## config.mk

```make
export PLATFORM = sky130hd
export DESIGN_NAME = cmd_initiator
export DESIGN_NICKNAME = d
export VERILOG_FILES = /design/src/rtl/cmd_initiator.sv
export SDC_FILE = /design/constraint.sdc
export NUM_CORES = 1
export LEC_CHECK = 0
export CORE_ASPECT_RATIO = 0.6
export CORE_MARGIN = 2
export CORE_UTILIZATION = 41
export CTS_BUF_LIST = sky130_fd_sc_hd__clkbuf_4 sky130_fd_sc_hd__clkbuf_8
export DETAILED_ROUTE_END_ITERATION = 16
export PLACE_DENSITY = 0.78
export SKIP_LAST_GASP = 1
export SYNTH_ARGS = -nofsm -noshare
export SYNTH_HDL_FRONTEND = slang
export SYNTH_SLANG_ARGS = --single-unit
```

## constraint.sdc

```tcl
create_clock -name clk -period 1.72 [get_ports clk]
set_input_delay 0.258 -clock clk [delete_from_list [all_inputs] [get_ports clk]]
set_output_delay 0.258 -clock clk [all_outputs]
set_load 0.005 [all_outputs]
```

## src/rtl/cmd_initiator.sv

```systemverilog
// Single-outstanding read initiator: issues a device command per host request,
// waits for a rising dev_done (or a cycle timeout) and returns the result.
module cmd_initiator #(
    parameter int TIMEOUT_CYCLES = 64
) (
    input  logic        clk,
    input  logic        reset,
    input  logic        req_valid,
    input  logic [3:0]  req_index,
    output logic        req_ready,
    output logic [7:0]  cmd,
    input  logic [31:0] dev_result,
    input  logic        dev_done,
    output logic        rsp_valid,
    input  logic        rsp_ready,
    output logic [31:0] rsp_data,
    output logic        rsp_timeout,
    output logic        busy
);

    typedef enum logic [1:0] {
        IDLE  = 2'd0,
        ISSUE = 2'd1,
        WAIT  = 2'd2,
        RESP  = 2'd3
    } state_t;

    localparam logic [7:0] CNT_LAST = 8'(TIMEOUT_CYCLES - 1);

    state_t      state_reg, state_next;
    logic [7:0]  cmd_reg, cmd_next;
    logic        rsp_valid_reg, rsp_valid_next;
    logic [31:0] rsp_data_reg, rsp_data_next;
    logic        rsp_timeout_reg, rsp_timeout_next;
    logic [7:0]  cnt_reg, cnt_next;
    logic        done_q_reg;
    logic        completion;

    // Only a fresh 0->1 edge of dev_done counts; a level already high is stale.
    assign completion = dev_done & ~done_q_reg;

    always_ff @(posedge clk) begin
        if (!reset) begin
            state_reg       <= IDLE;
            cmd_reg         <= 8'h00;
            rsp_valid_reg   <= 1'b0;
            rsp_data_reg    <= 32'h0;
            rsp_timeout_reg <= 1'b0;
            cnt_reg         <= 8'h00;
            done_q_reg      <= 1'b0;
        end else begin
            state_reg       <= state_next;
            cmd_reg         <= cmd_next;
            rsp_valid_reg   <= rsp_valid_next;
            rsp_data_reg    <= rsp_data_next;
            rsp_timeout_reg <= rsp_timeout_next;
            cnt_reg         <= cnt_next;
            done_q_reg      <= dev_done;
        end
    end

    always_comb begin
        state_next       = state_reg;
        cmd_next         = cmd_reg;
        rsp_valid_next   = rsp_valid_reg;
        rsp_data_next    = rsp_data_reg;
        rsp_timeout_next = rsp_timeout_reg;
        cnt_next         = cnt_reg;
        case (state_reg)
            IDLE: begin
                if (req_valid) begin
                    // The 4'h8 prefix keeps the command nonzero for index 0.
                    cmd_next   = {4'h8, req_index};
                    state_next = ISSUE;
                end
            end
            ISSUE: begin
                cnt_next   = 8'h00;
                state_next = WAIT;
            end
            WAIT: begin
                if (completion) begin
                    rsp_data_next    = dev_result;
                    rsp_timeout_next = 1'b0;
                    cmd_next         = 8'h00;
                    rsp_valid_next   = 1'b1;
                    state_next       = RESP;
                end else if (cnt_reg == CNT_LAST) begin
                    rsp_data_next    = 32'h0;
                    rsp_timeout_next = 1'b1;
                    cmd_next         = 8'h00;
                    rsp_valid_next   = 1'b1;
                    state_next       = RESP;
                end else begin
                    cnt_next = cnt_reg + 8'd1;
                end
            end
            RESP: begin
                if (rsp_ready) begin
                    rsp_valid_next = 1'b0;
                    state_next     = IDLE;
                end
            end
            default: state_next = IDLE;
        endcase
    end

    assign req_ready   = (state_reg == IDLE);
    assign busy        = (state_reg != IDLE);
    assign cmd         = cmd_reg;
    assign rsp_valid   = rsp_valid_reg;
    assign rsp_data    = rsp_data_reg;
    assign rsp_timeout = rsp_timeout_reg;

endmodule

```

==> impl_results.md, run 1 <==
* Status: finished, final reports clean
* Starting Density at 0.439
* Routability Congestion at 0.824
* Root buf cell: clkbuf_8
* Synth area leaders: dfxtp_1 (44%), a22oi_2 (11%), nor2_2 (5.5%)
* Initial antenna violation count at 0
* Synth unique cells at 45
* CTS Buffer Depth at 2
* Post-Synthesis Cells at 222
* Final nets at between 300 and 400
* Core Box Area at roughly 5200 sq um
* Starting DRT DRC Count at 84
* Critical Path Start Type: flop
* Wire length on met3 at 446 microns
* Area growth syn-to-layout at 46.2%
* Hold Path Class: reg2reg
* Vias per cell at 5.27
* Post-synth EDFFs at 0
* WL per Instance at ~15 microns
* Max Cap Viol at 0
* Chip Height at around 62 microns
* Critical Path Fanout Max at 10
* GRT overflow at 0
* DR WL met2 at 2.48 mm
* Syn avg cell area at 10.3 sq um
* DRC viols at 0
* Final non-filler cell total at 381
* Clock Sink Count at 50
* Total wire length at 5.74 mm
* Reg clk slew, reported paths at approximately 0.080 ns
* First-pass GRT wire length at 8.84 mm
* Drt pass-1 iters at 4
* Part of the cycle the worst path needs at 0.971
* Skew-Pair Late Insertion Delay at 0.30 ns
* # diodes at 0
* Yosys Warn Count at 0
* Post-route minimum period at 1.67 ns
* Post-synth top area cell: dfxtp_1
* I/O pins at 85
* Seq cells post-synth at 50
* Critical Path RT at roughly 2.0 ns
* Cell Area, Synth at 2280 sq um
* Leakage power at 1.18 nW
* Die Footprint at 6200 sq um
* M1 WL at 2.78 mm
* Pwr per Cell Area at 917 nW/um^2
* Critical Path Max Stage Delay at 0.33 ns
* CP most frequent cell: buf_4
* Die width at 100 microns
* Port bufs at a little over 80
* Maximum clock frequency at around 600 MHz
* Site Rows at 20
* Most common cell in the synthesized netlist: dfxtp_1
* Placed cells at 371
* Max FFs per register at 32
* Post-synth ARST share at 0
* Setup Crit Path Kind: reg2reg
* CP cell instances: inv_1 -> ha_2 -> buf_4 -> buf_4 -> o211ai_4 -> buf_4 -> a31oi_1 -> o21a_1
* Final Hold Vio Count at 0
* Vias in the first global route at approximately 1.8k
* Setup-failing EPs final at 0
* Worst path top cell family by delay: buffers and inverters
* Synth top cells by count: dfxtp_1 (50), a22oi_2 (20), nor2_1 (20), nor2_2 (20), a22oi_1 (12)
* Global-route usage over all layers at 0.182
* CTS Hold Buffers Added at 0
* Share of layout cells above drive strength 1 at 0.263
* CP endpoint kind: flop
* Via count at 2008
* Sequential area share after synthesis at 0.438
* HPWL after DPL at 4.12 mm
* Num CTS Buffers at 5
* Hold slack at 0.494 ns
* Setup Skew at ~0.0067 ns
* Top FF cell, synth: dfxtp_1
* CP bufs+invs at 4
* Filler cells at 445
* Largest net degree at the start of global routing at 31
* Top sig layer: met4
* CTS tree: yes
* ANT nets after route at 0
* Area share of the largest cell type after synthesis at 0.438
* Setup_tns at 0 ns
* Slew Limit Fails at 0
* Max VDD drop at 0.488 mV
* Critical Path AT at approximately 1.9 ns
* Critical-path top delay cell: dfxtp_2
* H-Tree Depth at 2
## worst paths after layout
path,startpoint,end,cells past startpoint,slack (ns)
worst max register to register,state_reg[0],rsp_valid,8,0.05
worst min register to register,cmd[7],cmd[7],2,0.49
worst min-delay path,cmd[7],cmd[7],2,0.49
worst max-delay path,state_reg[0],rsp_valid,8,0.05
## repair_timing
action | in CTS | in global routing
cloned | 0 | 1
gates resized for setup | 7 | 2
buffers inserted | 1 | 1
pin swaps | 0 | 1
hold endpoints to repair | 0 | 0
endpoints found under the setup margin | 2 | 30
## cell usage in the layout, fill, tap and decap left out, drive strengths merged, types with 3 or more instances in the layout
cell / instances
a32oi: 4
and3: 3
clkbuf: 5
buf: 20
a31oi: 5
a22oi: 32
conb: 3
o211ai: 6
nand3: 5
nand2b: 3
nor2: 40
o21ai: 6
inv: 9
dfxtp: 50
nand2: 5
ha: 6
clkdlybuf4s50: 79
nand3b: 6
## layer usage
| layer | vias up | global-route usage |
|---|---|---|
| met5 | - | 0 |
| met4 | 0 | 0.0411 |
| met3 | 4 | 0.0604 |
| met2 | 76 | 0.277 |
| met1 | 944 | 0.255 |
| li1 | 984 | - |
## layout make-up
class | instances | area [sq um] | area share
Sequential cell | 50 | 1000 | 0.300
Clock buffer | 5 | 68.8 | 0.0206
Tap cell | 66 | 82.6 | 0.0247
Inverter | 9 | 33.8 | 0.0101
Clock inverter | 2 | 10.0 | 0.00300
Multi-Input combinational cell | 148 | 1160 | 0.347
Timing Repair Buffer | 101 | 983 | 0.294
## worst min-delay path: cells and delay by family (launching register included)
family	cells	cell delay [ns]
flops	1	0.32
compound gates	2	0.13
## power breakdown
group / total [W] / leakage, nW / switching, W / internal, W
clock network: 0.000645 / 0.0438 / 0.000371 / 0.000274
logic: 0.00106 / 0.731 / 0.000466 / 0.000598
registers: 0.00136 / 0.406 / 0.0000777 / 0.00128
total: 0.00306 / 1.18 / 0.000915 / 0.00215
## logic make-up after synthesis
logic type,synth area share
compound gates,0.256
fa+ha+maj,0.0329
buf+inv,0.0717
flops,0.438
mux,0.00438
other cells,0.00164
simple gates,0.195
## per-stage QoR
stage | total power [W] | utilization | setup WS (ns) | instance area [sq um]
finish | 0.00306 | 0.642 | 0.0498 | 3340
global route | 0.00326 | 0.642 | -0.0253 | 3340
CTS | 0.00308 | 0.637 | 0.0145 | 3320
detailed placement | 0.00240 | 0.618 | -0.00466 | 3220
global placement | 0.00238 | 0.618 | 0.0340 | 3220
floorplan | 0.00189 | - | 0.0514 | 2290
Note: power is estimated with default switching activity, not from simulation.
==> run 2: changes to the inputs <==
--- a/config.mk
+++ b/config.mk
@@ -7,10 +7,10 @@
 export LEC_CHECK = 0
 export CORE_ASPECT_RATIO = 0.6
 export CORE_MARGIN = 2
-export CORE_UTILIZATION = 41
+export CORE_UTILIZATION = 46
 export CTS_BUF_LIST = sky130_fd_sc_hd__clkbuf_4 sky130_fd_sc_hd__clkbuf_8
 export DETAILED_ROUTE_END_ITERATION = 16
-export PLACE_DENSITY = 0.78
+export PLACE_DENSITY = 0.83
 export SKIP_LAST_GASP = 1
 export SYNTH_ARGS = -nofsm -noshare
 export SYNTH_HDL_FRONTEND = slang
==> constraint.sdc (replaced) <==
create_clock -name clk -period 1.7 [get_ports clk]
set_input_delay 0.255 -clock clk [delete_from_list [all_inputs] [get_ports clk]]
set_output_delay 0.255 -clock clk [all_outputs]
set_load 0.005 [all_outputs]
==> impl_results.md, run 2 (synthesized netlist as in run 1, its figures left out) <==
* Post-route minimum period at roughly 1.6 ns
* CTS Hold Buffers Added at 0 (unchanged)
* H-Tree Depth at 2 (unchanged)
* WL per Instance at 15.4 microns (was 15.1 microns)
* FF-to-FF path depth at 7 (was 8)
* Global-route usage over all layers at 0.211 (was 0.182)
* Max Cap Viol at 0 (unchanged)
* Reg-to-reg startpoint: state_reg[1] (was state_reg[0])
* Commonest non-fill, non-tap cell in the layout: clkdlybuf4s50_1 (unchanged)
* Clock Sink Count at 50 (unchanged)
* Max FFs per register at 32 (unchanged)
* Die Footprint at 5560 sq um (was 6200 sq um)
* Via count at 2000 (was 2008)
* Design area at 3420 sq um (was 3340 sq um)
* Critical-path top delay cell: clkdlybuf4s50_1 (was dfxtp_2)
* GRT overflow at 0 (unchanged)
* Max VDD drop at 0.532 mV (was 0.488 mV)
* Num CTS Buffers at 5 (unchanged)
* Vias in the first global route at 1902 (was 1848)
* Critical Path AT at 1.38 ns (was 1.91 ns)
* Placed Area at 3190 sq um (was 3220 sq um)
* Worst path top cell family by delay: buffers and inverters (unchanged)
* Worst path depth at 3 (was 8)
* First-pass GRT wire length at 9.08 mm (was 8.84 mm)
* Setup crit start: state_reg[1] (was state_reg[0])
* Area growth syn-to-layout at 49.8% (was 46.2%)
* ANT nets after route at 0 (unchanged)
* CP endpoint kind: output pin (was flop)
* Drt pass-1 iters at 4 (unchanged)
* Commonest cells after routing, fill and taps aside: clkdlybuf4s50_1 (80), dfxtp_1 (48), a22oi_2 (20), nor2_2 (20), nor2_1 (20) (was clkdlybuf4s50_1 (79), dfxtp_1 (48), a22oi_2 (20), nor2_2 (20), nor2_1 (20))
* Slew Limit Fails at 0 (unchanged)
* Site Rows at 19 (was 20)
* FF-to-FF End: rsp_valid (unchanged)
* Hold Path Class: reg2reg (unchanged)
* Layout Utilization at 0.731 (was 0.642)
* # diodes at 0 (unchanged)
* Starting Density at 0.488 (was 0.439)
* Starting DRT DRC Count at 67 (was 84)
* Critical Path Max Stage Delay at 0.50 ns (was 0.33 ns)
* Leakage power at 1.23 nW (was 1.18 nW)
* Status: finished, final reports clean (unchanged)
* Setup Skew at 0.00785 ns (was 0.00666 ns)
* HPWL after DPL at 4.09 mm (was 4.12 mm)
* Part of the cycle the worst path needs at 0.962
* Setup Crit Path Kind: reg2out (was reg2reg)
* Vias per cell at 5.24 (was 5.27)
* Final nets at 365 (was 362)
* CP endpoint: req_ready (was rsp_valid)
* Pwr per Cell Area at 978 nW/um^2 (was 917 nW/um^2)
* CTS Buffer Depth at 2 (unchanged)
* Critical Path Fanout Max at 4 (was 10)
* Final Hold Vio Count at 0 (unchanged)
* CP cell instances: inv_2 -> ha_4 -> clkdlybuf4s50_1 (was inv_1 -> ha_2 -> buf_4 -> buf_4 -> o211ai_4 -> buf_4 -> a31oi_1 -> o21a_1)
* CTS tree: yes (unchanged)
* Port bufs at 81 (unchanged)
* Reg clk slew, reported paths at 0.08 ns (about the same)
* Setup repair after global routing missed its margin: false
* Total wire length at 5.89 mm (was 5.74 mm)
* Skew-Pair Late Insertion Delay at 0.30 ns (about the same)
* Setup-failing EPs final at 0 (unchanged)
* Hold slack at 0.496 ns (was 0.494 ns)
* Die width at 95.0 microns (was 100 microns)
* Share of layout cells above drive strength 1 at 0.273 (was 0.263)
* Reg2reg setup slack at 0.07 ns (was 0.05 ns)
* Maximum clock frequency at 612 MHz
* Critical Path Start Type: flop (unchanged)
* CP bufs+invs at 2 (was 4)
* Root buf cell: clkbuf_8 (unchanged)
* Initial antenna violation count at 0 (unchanged)
* Routability Congestion at 0.815 (was 0.824)
* Largest net degree at the start of global routing at 30 (was 31)
* I/O pins at 85 (unchanged)
* Chip Height at 58.6 microns (was 61.8 microns)
* DRC viols at 0 (unchanged)
* Critical Path RT at 1.44 ns (was 1.96 ns)
* Core Box Area at 4680 sq um (was 5200 sq um)
## run 2: cell type report
class / count / area, sq um
Fill cell: 365 / 1260
Multi-Input combinational cell: 147 / 1140
Inverter: 9 / 36.3
Clock inverter: 2 / 37.5
Clock buffer: 6 / 76.3
Tap cell: 63 / 78.8
Sequential cell: 50 / 1000
Timing Repair Buffer: 105 / 1050
## run 2: worst min path at each step
stage,from,endpoint,slack (ns),depth (start not counted)
after floorplan,reset,cnt_reg[0],0.37,1
after global placement,rsp_valid,rsp_valid,0.46,1
after detailed placement,cmd[7],cmd[7],0.47,2
after CTS,cmd[7],cmd[7],0.49,2
after global routing,cnt_reg[7],cnt_reg[7],0.52,1
final,cmd[7],cmd[7],0.50,2
## run 2: layer usage
metal / wire (microns) / part of all wire / vias to the layer above / GRT usage
met5: 0 / 0 / - / 0
met4: 51 / 0.0087 / 0 / 0.0559
met3: 380 / 0.065 / 7 / 0.0525
met2: 2590 / 0.44 / 72 / 0.334
met1: 2870 / 0.49 / 940 / 0.292
li1: - / - / 981 / -
## run 2: what timing repair did
item	4_1_cts	5_1_grt
pin swaps	0	2
setup endpoints to repair	2	13
setup buffers	2	9
gates resized for setup	6	4
## run 2: worst min-delay path, cell delays in order (launching register included)
cell	delay, ns
dfxtp_1	0.32
o21ai_0	0.07
a21oi_1	0.06
## run 2: power by group
| group | switching, W | total, W | internal, W |
|---|---|---|---|
| sequential | 0.0000878 | 0.00138 | 0.00129 |
| combinational | 0.000482 | 0.00113 | 0.000646 |
| clock | 0.000384 | 0.000839 | 0.000455 |
| total | 0.000953 | 0.00335 | 0.00239 |
## run 2: stage by stage
stage                     TNS [ns]  setup WS (ns)  instances  power, W
after global placement           0         0.0180        363   0.00237
final                            0         0.0652        382   0.00335
after floorplan                  0         0.0314        224   0.00191
after detailed placement   -0.0322        -0.0322        363   0.00239
after global routing             0        0.00391        382   0.00352
after CTS                        0        0.00931        373   0.00328
==> run 3: changes to the inputs <==
--- a/config.mk
+++ b/config.mk
@@ -5,13 +5,15 @@
 export SDC_FILE = /design/constraint.sdc
 export NUM_CORES = 1
 export LEC_CHECK = 0
-export CORE_ASPECT_RATIO = 0.6
+export CORE_ASPECT_RATIO = 0.75
 export CORE_MARGIN = 2
 export CORE_UTILIZATION = 46
 export CTS_BUF_LIST = sky130_fd_sc_hd__clkbuf_4 sky130_fd_sc_hd__clkbuf_8
 export DETAILED_ROUTE_END_ITERATION = 16
 export PLACE_DENSITY = 0.83
+export REMOVE_ABC_BUFFERS = 1
 export SKIP_LAST_GASP = 1
+export SLEW_MARGIN = 10
 export SYNTH_ARGS = -nofsm -noshare
 export SYNTH_HDL_FRONTEND = slang
 export SYNTH_SLANG_ARGS = --single-unit
==> impl_results.md, run 3 (synthesized netlist as in run 1, its figures left out) <==
* Setup_tns at 0 ns (unchanged)
* H-Tree Depth at 2 (unchanged)
* CTS tree: yes (unchanged)
* Routability Congestion at 0.824 (was 0.815)
* Maximum clock frequency at 608 MHz (was 612 MHz)
* Critical Path RT at 1.94 ns (was 1.44 ns)
* Die Footprint at 5550 sq um (was 5560 sq um)
* Drt pass-1 iters at 4 (unchanged)
* Setup ws final at 0.0552 ns (was 0.0652 ns)
* Status: finished, final reports clean (unchanged)
* Worst slack at placement at 0.0109 ns (was -0.0322 ns)
* Vias per cell at 5.31 (was 5.24)
* Max FFs per register at 32 (unchanged)
* Num CTS Buffers at 5 (unchanged)
* # diodes at 0 (unchanged)
* Max VDD drop at 0.552 mV (was 0.532 mV)
* Global-route usage over all layers at 0.189 (was 0.211)
* Total wire length at 5.49 mm (was 5.89 mm)
* I/O pins at 85 (unchanged)
* Core Box Area at 4840 sq um (was 4680 sq um)
* Net Switching at 0.000915 W (was 0.000953 W)
* Critical Path Start Type: flop (unchanged)
* Vias in the first global route at 1806 (was 1902)
* Max Cap Viol at 0 (unchanged)
* Initial antenna violation count at 0 (unchanged)
* Flop pwr share at 0.418 (was 0.413)
* Commonest cells after routing, fill and taps aside: clkdlybuf4s50_1 (80), dfxtp_1 (47), a22oi_2 (20), nor2_2 (20), nor2_1 (20) (was clkdlybuf4s50_1 (80), dfxtp_1 (48), a22oi_2 (20), nor2_2 (20), nor2_1 (20))
* Reg clk slew, reported paths at 0.09 ns (was 0.08 ns)
* Critical Path Fanout Max at 10 (was 4)
* HPWL after DPL at 3.77 mm (was 4.09 mm)
* Final non-filler cell total at 374 (was 382)
* CTS Hold Buffers Added at 0 (unchanged)
* Clk pwr share at 0.257 (was 0.251)
* Via count at 1985 (was 2000)
* First-pass GRT wire length at 8.49 mm (was 9.08 mm)
* Die width at 85.4 microns (was 95.0 microns)
* WL per Instance at 14.7 microns (was 15.4 microns)
* Root buf cell: clkbuf_8 (unchanged)
* Final Hold Vio Count at 0 (unchanged)
* Site Rows at 22 (was 19)
* Setup-failing EPs final at 0 (unchanged)
* GRT overflow at 0 (unchanged)
* Setup Crit Path Kind: reg2reg (was reg2out)
* CP endpoint kind: flop (was output pin)
* Sw frac at 0.277 (was 0.285)
* Hold Path Class: reg2reg (unchanged)
* ANT nets after route at 0 (unchanged)
* Skew-Pair Late Insertion Delay at 0.30 ns (about the same)
* Final nets at 360 (was 365)
* Commonest non-fill, non-tap cell in the layout: clkdlybuf4s50_1 (unchanged)
* Largest net degree at the start of global routing at 34 (was 30)
* Hold slack at 0.501 ns (was 0.496 ns)
* Post-route minimum period at 1.64 ns (was 1.63 ns)
* Pwr per Cell Area at 966 nW/um^2 (was 978 nW/um^2)
* Setup repair after global routing missed its margin: true (was false)
* Share of layout cells above drive strength 1 at 0.264 (was 0.273)
* Leakage power at 1.22 nW (was 1.23 nW)
* Starting DRT DRC Count at 66 (was 67)
* Part of the cycle the worst path needs at 0.968 (was 0.962)
* DRC viols at 0 (unchanged)
* Internal at 0.00238 W (was 0.00239 W)
* Clock Sink Count at 50 (unchanged)
* Slew Limit Fails at 0 (unchanged)
* Port bufs at 81 (unchanged)
* Chip Height at 65.0 microns (was 58.6 microns)
* Setup Skew at 0.00586 ns (was 0.00785 ns)
* Critical Path AT at 1.89 ns (was 1.38 ns)
* Placed cells at 359 (was 363)
* Layout Utilization at 0.705 (was 0.731)
* Starting Density at 0.472 (was 0.488)
* CTS Buffer Depth at 2 (unchanged)
* Area growth syn-to-layout at 49.4% (was 49.8%)
* Comb pwr share at 0.326 (was 0.337)
-- run 3: stage by stage --
stage | power, W | cell area (sq um)
floorplan | 0.00186 | 2160
global placement | 0.00236 | 3180
detailed placement | 0.00238 | 3180
CTS | 0.00327 | 3320
global route | 0.00347 | 3410
finish | 0.00330 | 3410
-- run 3: worst max-delay path, stage by stage (launching register included) --
cell	delay [ns]
dfxtp_2	0.33
buf_4	0.14
ha_1	0.19
and3b_2	0.25
a31oi_4	0.17
buf_4	0.18
clkbuf_16	0.17
a22oi_1	0.06
nor2_1	0.09
-- run 3: worst paths after layout --
check | startpoint | end | slack (ns) | cells past startpoint
worst max-delay path | state_reg[1] | rsp_data[7] | 0.06 | 8
worst min-delay path | rsp_valid | rsp_valid | 0.50 | 1
worst max register to register | state_reg[1] | rsp_data[7] | 0.06 | 8
worst min register to register | rsp_valid | rsp_valid | 0.50 | 1
-- run 3: final cells by class --
cell class                      instances  area, sq um
Tap cell                               60         75.1
Clock buffer                            7         83.8
Inverter                                9         33.8
Clock inverter                          1         30.0
Fill cell                             356         1430
Timing Repair Buffer                  100         1030
Sequential cell                        50         1000
Multi-Input combinational cell        147         1150
-- run 3: power groups by stage --
stage / sequential (W) / clock (W) / combinational, W
global route: 0.00139 / 0.000910 / 0.00117
detailed placement: 0.00140 / 0 / 0.000978
global placement: 0.00139 / 0 / 0.000961
CTS: 0.00137 / 0.000855 / 0.00104
finish: 0.00138 / 0.000847 / 0.00107
floorplan: 0.00140 / 0 / 0.000458
-- run 3: timing repair --
| action | CTS | global route |
|---|---|---|
| endpoints found under the setup margin | 4 | 6 |
| pin swaps | 1 | 0 |
| resized for setup | 7 | 4 |
| gates cloned | 0 | 2 |
| setup buffers | 2 | 3 |
-- run 3: layer usage --
layer / track usage / routed length [microns] / up-vias / share of wire
met5: 0 / 0 / - / 0
met4: 0.0556 / 31 / 0 / 0.0056
met3: 0.0459 / 330 / 4 / 0.060
met2: 0.301 / 2470 / 67 / 0.45
met1: 0.255 / 2650 / 932 / 0.48
li1: - / - / 982 / -
